--- src/rtl/div_pipe_32by16_pkg.sv ---
// Shared types and sizing helpers for the 32/16 iterative restoring divider.
package div_pkg;

    localparam int DIV_DW_A = 32;
    localparam int DIV_DW_B = 16;

    typedef enum logic [1:0] {
        IDLE = 2'd0,
        CALC = 2'd1,
        DONE = 2'd2
    } div_state_e;

    // Counter width needed to count n iterations (0..n-1).
    function automatic int div_cnt_w(input int n);
        return (n > 1) ? $clog2(n) : 1;
    endfunction

endpackage

--- src/rtl/div_pipe_32by16_if.sv ---
// Request/result bundle for div_pipe_32by16; div_zero only exists with DIV_ZERO_CHK_EN.
interface div_pipe_32by16_if
    import div_pkg::*;
#(
    parameter int DW_A = DIV_DW_A,
    parameter int DW_B = DIV_DW_B
);
    logic [DW_A-1:0] div_a;
    logic [DW_B-1:0] div_b;
    logic            div_en_in;
    logic            div_busy;
    logic            div_en_out;
    logic [DW_A-1:0] div_out;
    logic [DW_B-1:0] div_rem;
`ifdef DIV_ZERO_CHK_EN
    logic            div_zero;
`endif

    modport master (
        output div_a, div_b, div_en_in,
        input  div_busy, div_en_out, div_out, div_rem
`ifdef DIV_ZERO_CHK_EN
        , input div_zero
`endif
    );

    modport slave (
        input  div_a, div_b, div_en_in,
        output div_busy, div_en_out, div_out, div_rem
`ifdef DIV_ZERO_CHK_EN
        , output div_zero
`endif
    );
endinterface

--- src/rtl/div_pipe_32by16_step.sv ---
// One combinational restoring step: shift in a dividend bit, subtract divisor if it fits.
module div_step #(
    parameter int DW_B = 16
) (
    input  logic [DW_B:0]   i_r,
    input  logic            i_bit,
    input  logic [DW_B-1:0] i_d,
    output logic [DW_B:0]   o_r,
    output logic            o_q
);
    logic [DW_B:0] w_sh;
    logic [DW_B:0] w_d;

    // Remainder entering a step is below the divisor, so its top bit is always
    // clear and dropping it in the shift loses nothing (except for divisor 0,
    // where the low dividend bits are exactly what should remain).
    assign w_sh = {i_r[DW_B-1:0], i_bit};
    assign w_d  = {1'b0, i_d};
    assign o_q  = (w_sh >= w_d);
    assign o_r  = o_q ? (w_sh - w_d) : w_sh;
endmodule

--- src/rtl/div_pipe_32by16.sv ---
// Iterative restoring divider, BITS_PER_CYC quotient bits per clock.
// Optional DIV_ZERO_CHK_EN: short-cuts zero divisors and raises div_zero.
module div_pipe_32by16
    import div_pkg::*;
#(
    parameter int DW_A         = DIV_DW_A,
    parameter int DW_B         = DIV_DW_B,
    parameter int BITS_PER_CYC = 1
) (
    input  logic               clk,
    input  logic               rst,
    div_pipe_32by16_if.slave   dif
);
    localparam int N  = DW_A / BITS_PER_CYC;
    localparam int CW = div_cnt_w(N);
    localparam logic [CW-1:0] LAST = CW'(N - 1);

    localparam logic [1:0] ST_IDLE = IDLE;
    localparam logic [1:0] ST_CALC = CALC;
    localparam logic [1:0] ST_DONE = DONE;

    logic [1:0]      r_state;
    logic [CW-1:0]   r_cnt;
    logic [DW_A-1:0] r_a;
    logic [DW_B-1:0] r_d;
    logic [DW_B:0]   r_r;
    logic            r_en_out;
    logic [DW_A-1:0] r_out;
    logic [DW_B-1:0] r_rem;
`ifdef DIV_ZERO_CHK_EN
    logic            r_zero;
`endif

    logic [DW_B:0]           w_r [BITS_PER_CYC+1];
    logic [BITS_PER_CYC-1:0] w_qv;
    logic [DW_A-1:0]         w_a_nxt;

    assign w_r[0] = r_r;

    for (genvar k = 0; k < BITS_PER_CYC; k++) begin : g_step
        div_step #(.DW_B(DW_B)) u_step (
            .i_r   (w_r[k]),
            .i_bit (r_a[DW_A-1-k]),
            .i_d   (r_d),
            .o_r   (w_r[k+1]),
            .o_q   (w_qv[BITS_PER_CYC-1-k])
        );
    end

    // Dividend bits leave at the top while quotient bits enter at the bottom,
    // so after N cycles r_a holds the full quotient.
    assign w_a_nxt = {r_a[DW_A-BITS_PER_CYC-1:0], w_qv};

    always_ff @(posedge clk or posedge rst) begin
        if (rst) begin
            r_state  <= ST_IDLE;
            r_cnt    <= '0;
            r_a      <= '0;
            r_d      <= '0;
            r_r      <= '0;
            r_en_out <= 1'b0;
            r_out    <= '0;
            r_rem    <= '0;
`ifdef DIV_ZERO_CHK_EN
            r_zero   <= 1'b0;
`endif
        end else begin
            case (r_state)
                ST_IDLE: begin
                    r_en_out <= 1'b0;
                    if (dif.div_en_in) begin
                        r_a     <= dif.div_a;
                        r_d     <= dif.div_b;
                        r_r     <= '0;
                        r_cnt   <= '0;
                        r_state <= ST_CALC;
                    end
                end
                ST_CALC: begin
`ifdef DIV_ZERO_CHK_EN
                    if (r_d == '0) begin
                        r_out    <= '1;
                        r_rem    <= r_a[DW_B-1:0];
                        r_zero   <= 1'b1;
                        r_en_out <= 1'b1;
                        r_state  <= ST_DONE;
                    end else
`endif
                    begin
                        r_a   <= w_a_nxt;
                        r_r   <= w_r[BITS_PER_CYC];
                        r_cnt <= r_cnt + CW'(1);
                        if (r_cnt == LAST) begin
                            r_out    <= w_a_nxt;
                            r_rem    <= w_r[BITS_PER_CYC][DW_B-1:0];
`ifdef DIV_ZERO_CHK_EN
                            r_zero   <= 1'b0;
`endif
                            r_en_out <= 1'b1;
                            r_state  <= ST_DONE;
                        end
                    end
                end
                ST_DONE: begin
                    r_en_out <= 1'b0;
                    r_state  <= ST_IDLE;
                end
                default: begin
                    r_en_out <= 1'b0;
                    r_state  <= ST_IDLE;
                end
            endcase
        end
    end

    assign dif.div_busy   = (r_state != ST_IDLE);
    assign dif.div_en_out = r_en_out;
    assign dif.div_out    = r_out;
    assign dif.div_rem    = r_rem;
`ifdef DIV_ZERO_CHK_EN
    assign dif.div_zero   = r_zero;
`endif
endmodule

--- src/flat_wrapper.sv ---
// flat-port wrapper written by rule: the top's interface ports become plain ports
module div_pipe_32by16_flat import div_pkg::*;
#(
    parameter int DW_A         = DIV_DW_A,
    parameter int DW_B         = DIV_DW_B,
    parameter int BITS_PER_CYC = 1
)
  (clk, rst, dif_div_a, dif_div_b, dif_div_en_in, dif_div_busy, dif_div_en_out, dif_div_out, dif_div_rem);
  div_pipe_32by16_if #(.DW_A(DW_A), .DW_B(DW_B)) dif_i ();
  input  logic clk;
  input  logic rst;
  input wire logic [$bits(dif_i.div_a)-1:0] dif_div_a;
  input wire logic [$bits(dif_i.div_b)-1:0] dif_div_b;
  input wire logic [$bits(dif_i.div_en_in)-1:0] dif_div_en_in;
  output wire logic [$bits(dif_i.div_busy)-1:0] dif_div_busy;
  output wire logic [$bits(dif_i.div_en_out)-1:0] dif_div_en_out;
  output wire logic [$bits(dif_i.div_out)-1:0] dif_div_out;
  output wire logic [$bits(dif_i.div_rem)-1:0] dif_div_rem;
  assign dif_i.div_a = dif_div_a;
  assign dif_i.div_b = dif_div_b;
  assign dif_i.div_en_in = dif_div_en_in;
  assign dif_div_busy = dif_i.div_busy;
  assign dif_div_en_out = dif_i.div_en_out;
  assign dif_div_out = dif_i.div_out;
  assign dif_div_rem = dif_i.div_rem;
  div_pipe_32by16 #(.DW_A(DW_A), .DW_B(DW_B), .BITS_PER_CYC(BITS_PER_CYC)) u_core (.clk(clk), .rst(rst), .dif(dif_i));
endmodule
--- config.mk ---
export PLATFORM = sky130hd
export DESIGN_NAME = div_pipe_32by16_flat
export DESIGN_NICKNAME = d
export VERILOG_FILES = /design/src/rtl/div_pipe_32by16_pkg.sv /design/src/rtl/div_pipe_32by16_if.sv /design/src/rtl/div_pipe_32by16_step.sv /design/src/rtl/div_pipe_32by16.sv /design/src/flat_wrapper.sv
export SDC_FILE = /design/constraint.sdc
export NUM_CORES = 1
export LEC_CHECK = 0
export ABC_AREA = 1
export CAP_MARGIN = 10
export CORE_MARGIN = 1.5
export CORE_UTILIZATION = 48
export DETAILED_ROUTE_END_ITERATION = 10
export HOLD_SLACK_MARGIN = 0.03
export PLACE_DENSITY = 0.76
export SLEW_MARGIN = 20
export SYNTH_ARGS = -nofsm -noshare
export SYNTH_HDL_FRONTEND = slang
export SYNTH_SLANG_ARGS = --single-unit
--- constraint.sdc ---
create_clock -name clk -period 4.05 [get_ports clk]
set_clock_uncertainty 0.1 [all_clocks]
set_input_delay 0.81 -clock clk [delete_from_list [all_inputs] [get_ports clk]]
set_output_delay 0.81 -clock clk [all_outputs]
set_load 0.01 [all_outputs]
==> impl_metrics.toml <==
[synth]
synth.yosys.warnings = 0
synth_cells = 742
avgSynthCellArea_um2 = 8.14
synth_top_family_by_area = "simple AND/OR/NAND/NOR gates"
synth_area_leaders = "dfrtp_1 50%, nand2_1 14%, inv_1 6.5%, a221oi_1 3.9%, ha_1 3.7%"
synth_edf_count = 0
synth_xor_area_share_pct = 0.870
syn-num-nets = 812
synthArstFlopShare_pct = 100
synth.cell_area_um2 = 6040
synthAdderAreaFrac_pct = 4.06
ys_seq_area_share_pct = 49.7
synth_cell_types = 37
yosys.area.top_type = "dfrtp_1"
synth_compound_area_share_pct = 10.6
muxShareOfSynthArea_pct = 0.187
synth-simple-area-share_pct = 25.3
ys_ff_latch = 120
yosys_most_used_dff = "dfrtp_1"
synth_top_area_share_pct = 49.7

[global_route]
grt_pass1_vias = 5084
track_usage_pct = 23.9
grt_max_degree = 84
grt_pass1_wl_mm = 24.7
antenna_found_initial = 0
overflow = 0

[floorplan]
die_height_um = 115
dieArea_um2 = 13300
core_area_um2 = 12200
rows = 40
start_util_pct = 49.6
ios = 101
die_width_um = 115

[route]
via_per_inst = 5.15
wire_per_inst_um = 14.7
drt-total-wl_mm = 14.9
num_vias = 5225
drc = 0
drt_iter0_drc = 383
drtAntennaViolNets = 0
dr.pass1.iters = 7

[critical_path]
cp.arrival_ps = 3370
cp-start-kind = "flop"
crit_type = "flop to flop"
end_kind = "flop"
cp_data_required_time_ps = 4250
path_max_fanout = 79

[place]
io_buffers = 100
place_area_um2 = 7150
hpwl_mm = 10.0
gp_congestion = 0.882

[sta]
holdWs_ps = 381
slew_headroom_pct = 37.5
hold_viol = 0
rsz0062_at_grt = "false"
setup_viol = 0
final.period_utilization_pct = 78.4
finalSetupTns_ps = 0
fin_crit_ps = 3180
drv_slew = 0
worst_pin_slew_ps = 937
clock.fmax_mhz = 315

[clock_tree]
cts.repair.resized = 0
cts_root_buffer = "clkbuf_16"
path_clk_slew_ps = 60
clock-sinks = 120
clk_latency_ps = 420
clk_path_buf_depth = 2
tritoncts = "built"
post-cts-setup-buffer-count = 0
htree_levels = 4
ctsHoldBuffers = 0
cts_buffers = 17

[final_layout]
drive_gt1_share_pct = 7.92
fin_util_pct = 63.8
num_antenna_cells = 0
area_growth_pct = 28.6
finish.instance_area_um2 = 7760
final_nets = 904
layout_common_cells = "226 x nand2_1, 120 x dfrtp_1, 103 x inv_1"
final_common_cell = "nand2_1"

[pwr]
powerDensity_nw_per_um2 = 879
p_leak_nw = 3.92
ir_drop_mv = 0.393

[status]
status = "completed"

[min_path]
hold_path.class = "flop to flop"

[job]
drv_cap = 0
==> report_power, final <==
group          switching (mW)  internal [mW]
Sequential              0.255           1.70
Combinational            2.05           1.27
Clock                   0.562          0.986
==> cells by family after synthesis <==
logic type / Yosys count
flops: 120
fa+ha+maj: 19
buf+inv: 139
compound gates: 101
xor+xnor: 6
simple gates: 356
mux: 1
==> sequential cells by signal, summed over array words and instances, names as in the netlist <==
register               count
u_core.dif.div_en_out      1
u_core.dif.div_out        32
u_core.dif.div_rem        16
u_core.r_a                32
u_core.r_cnt               5
u_core.r_d                16
u_core.r_r                16
u_core.r_state             2
==> synthesized netlist by cell type, drive strengths merged, types with 2 or more instances <==
master	count
nand3	39
a22o	2
nor2	39
dfrtp	120
ha	18
a21oi	23
nor3	30
a221oi	27
o21ai	42
buf	13
inv	107
nand3b	2
nand4	4
o211ai	5
nand2	240
clkbuf	19
xor2	5
==> area by class of cell <==
class / count / area [µm²]
Inverter: 107 / 407
Clock inverter: 13 / 170
Timing Repair Buffer: 105 / 1050
Fill cell: 1031 / 4400
Clock buffer: 18 / 439
Sequential cell: 120 / 3000
Tap cell: 168 / 210
Multi-Input combinational cell: 483 / 2480
==> worst paths after layout <==
check | cells past startpoint | slack (ps) | from | end
max | 8 | 870 | u_core.r_cnt[0]$_DFFE_PP0P_ | u_core.dif.div_out[8]$_DFFE_PP0P_
min | 2 | 380 | u_core.dif.div_out[21]$_DFFE_PP0P_ | u_core.dif.div_out[21]$_DFFE_PP0P_
max reg2reg | 8 | 870 | u_core.r_cnt[0]$_DFFE_PP0P_ | u_core.dif.div_out[8]$_DFFE_PP0P_
min reg2reg | 2 | 380 | u_core.dif.div_out[21]$_DFFE_PP0P_ | u_core.dif.div_out[21]$_DFFE_PP0P_
max in group asynchronous | 3 | 2530 | rst | u_core.r_d[9]$_DFFE_PP0P_
min in group asynchronous | 2 | 630 | rst | u_core.dif.div_out[20]$_DFFE_PP0P_
==> layer usage <==
layer	part of all wire (%)	track usage, %	vias to the layer above
met1	46	32.5	2479
met3	4.8	4.74	21
li1	-	-	2565
met5	0	0	-
met4	1.5	7.90	0
met2	47	38.8	160
==> worst max-delay path, stage by stage (launching register included) <==
cell	delay [ps]
dfrtp_1	410
ha_1	200
nand2_1	80
nor2_1	140
ha_1	210
inv_1	80
nor2_4	440
clkinv_2	880
o21ai_0	500
==> metrics by stage <==
step | setup slack, ps | power (mW) | instances
global route | 600 | 7.38 | 1014
finish | 874 | 6.82 | 1014
floorplan | 1670 | 4.27 | 742
detailed placement | 1230 | 5.22 | 983
CTS | 1260 | 6.83 | 1014
global placement | 1320 | 5.11 | 983
No activity file was read; power rests on OpenSTA's default activity.
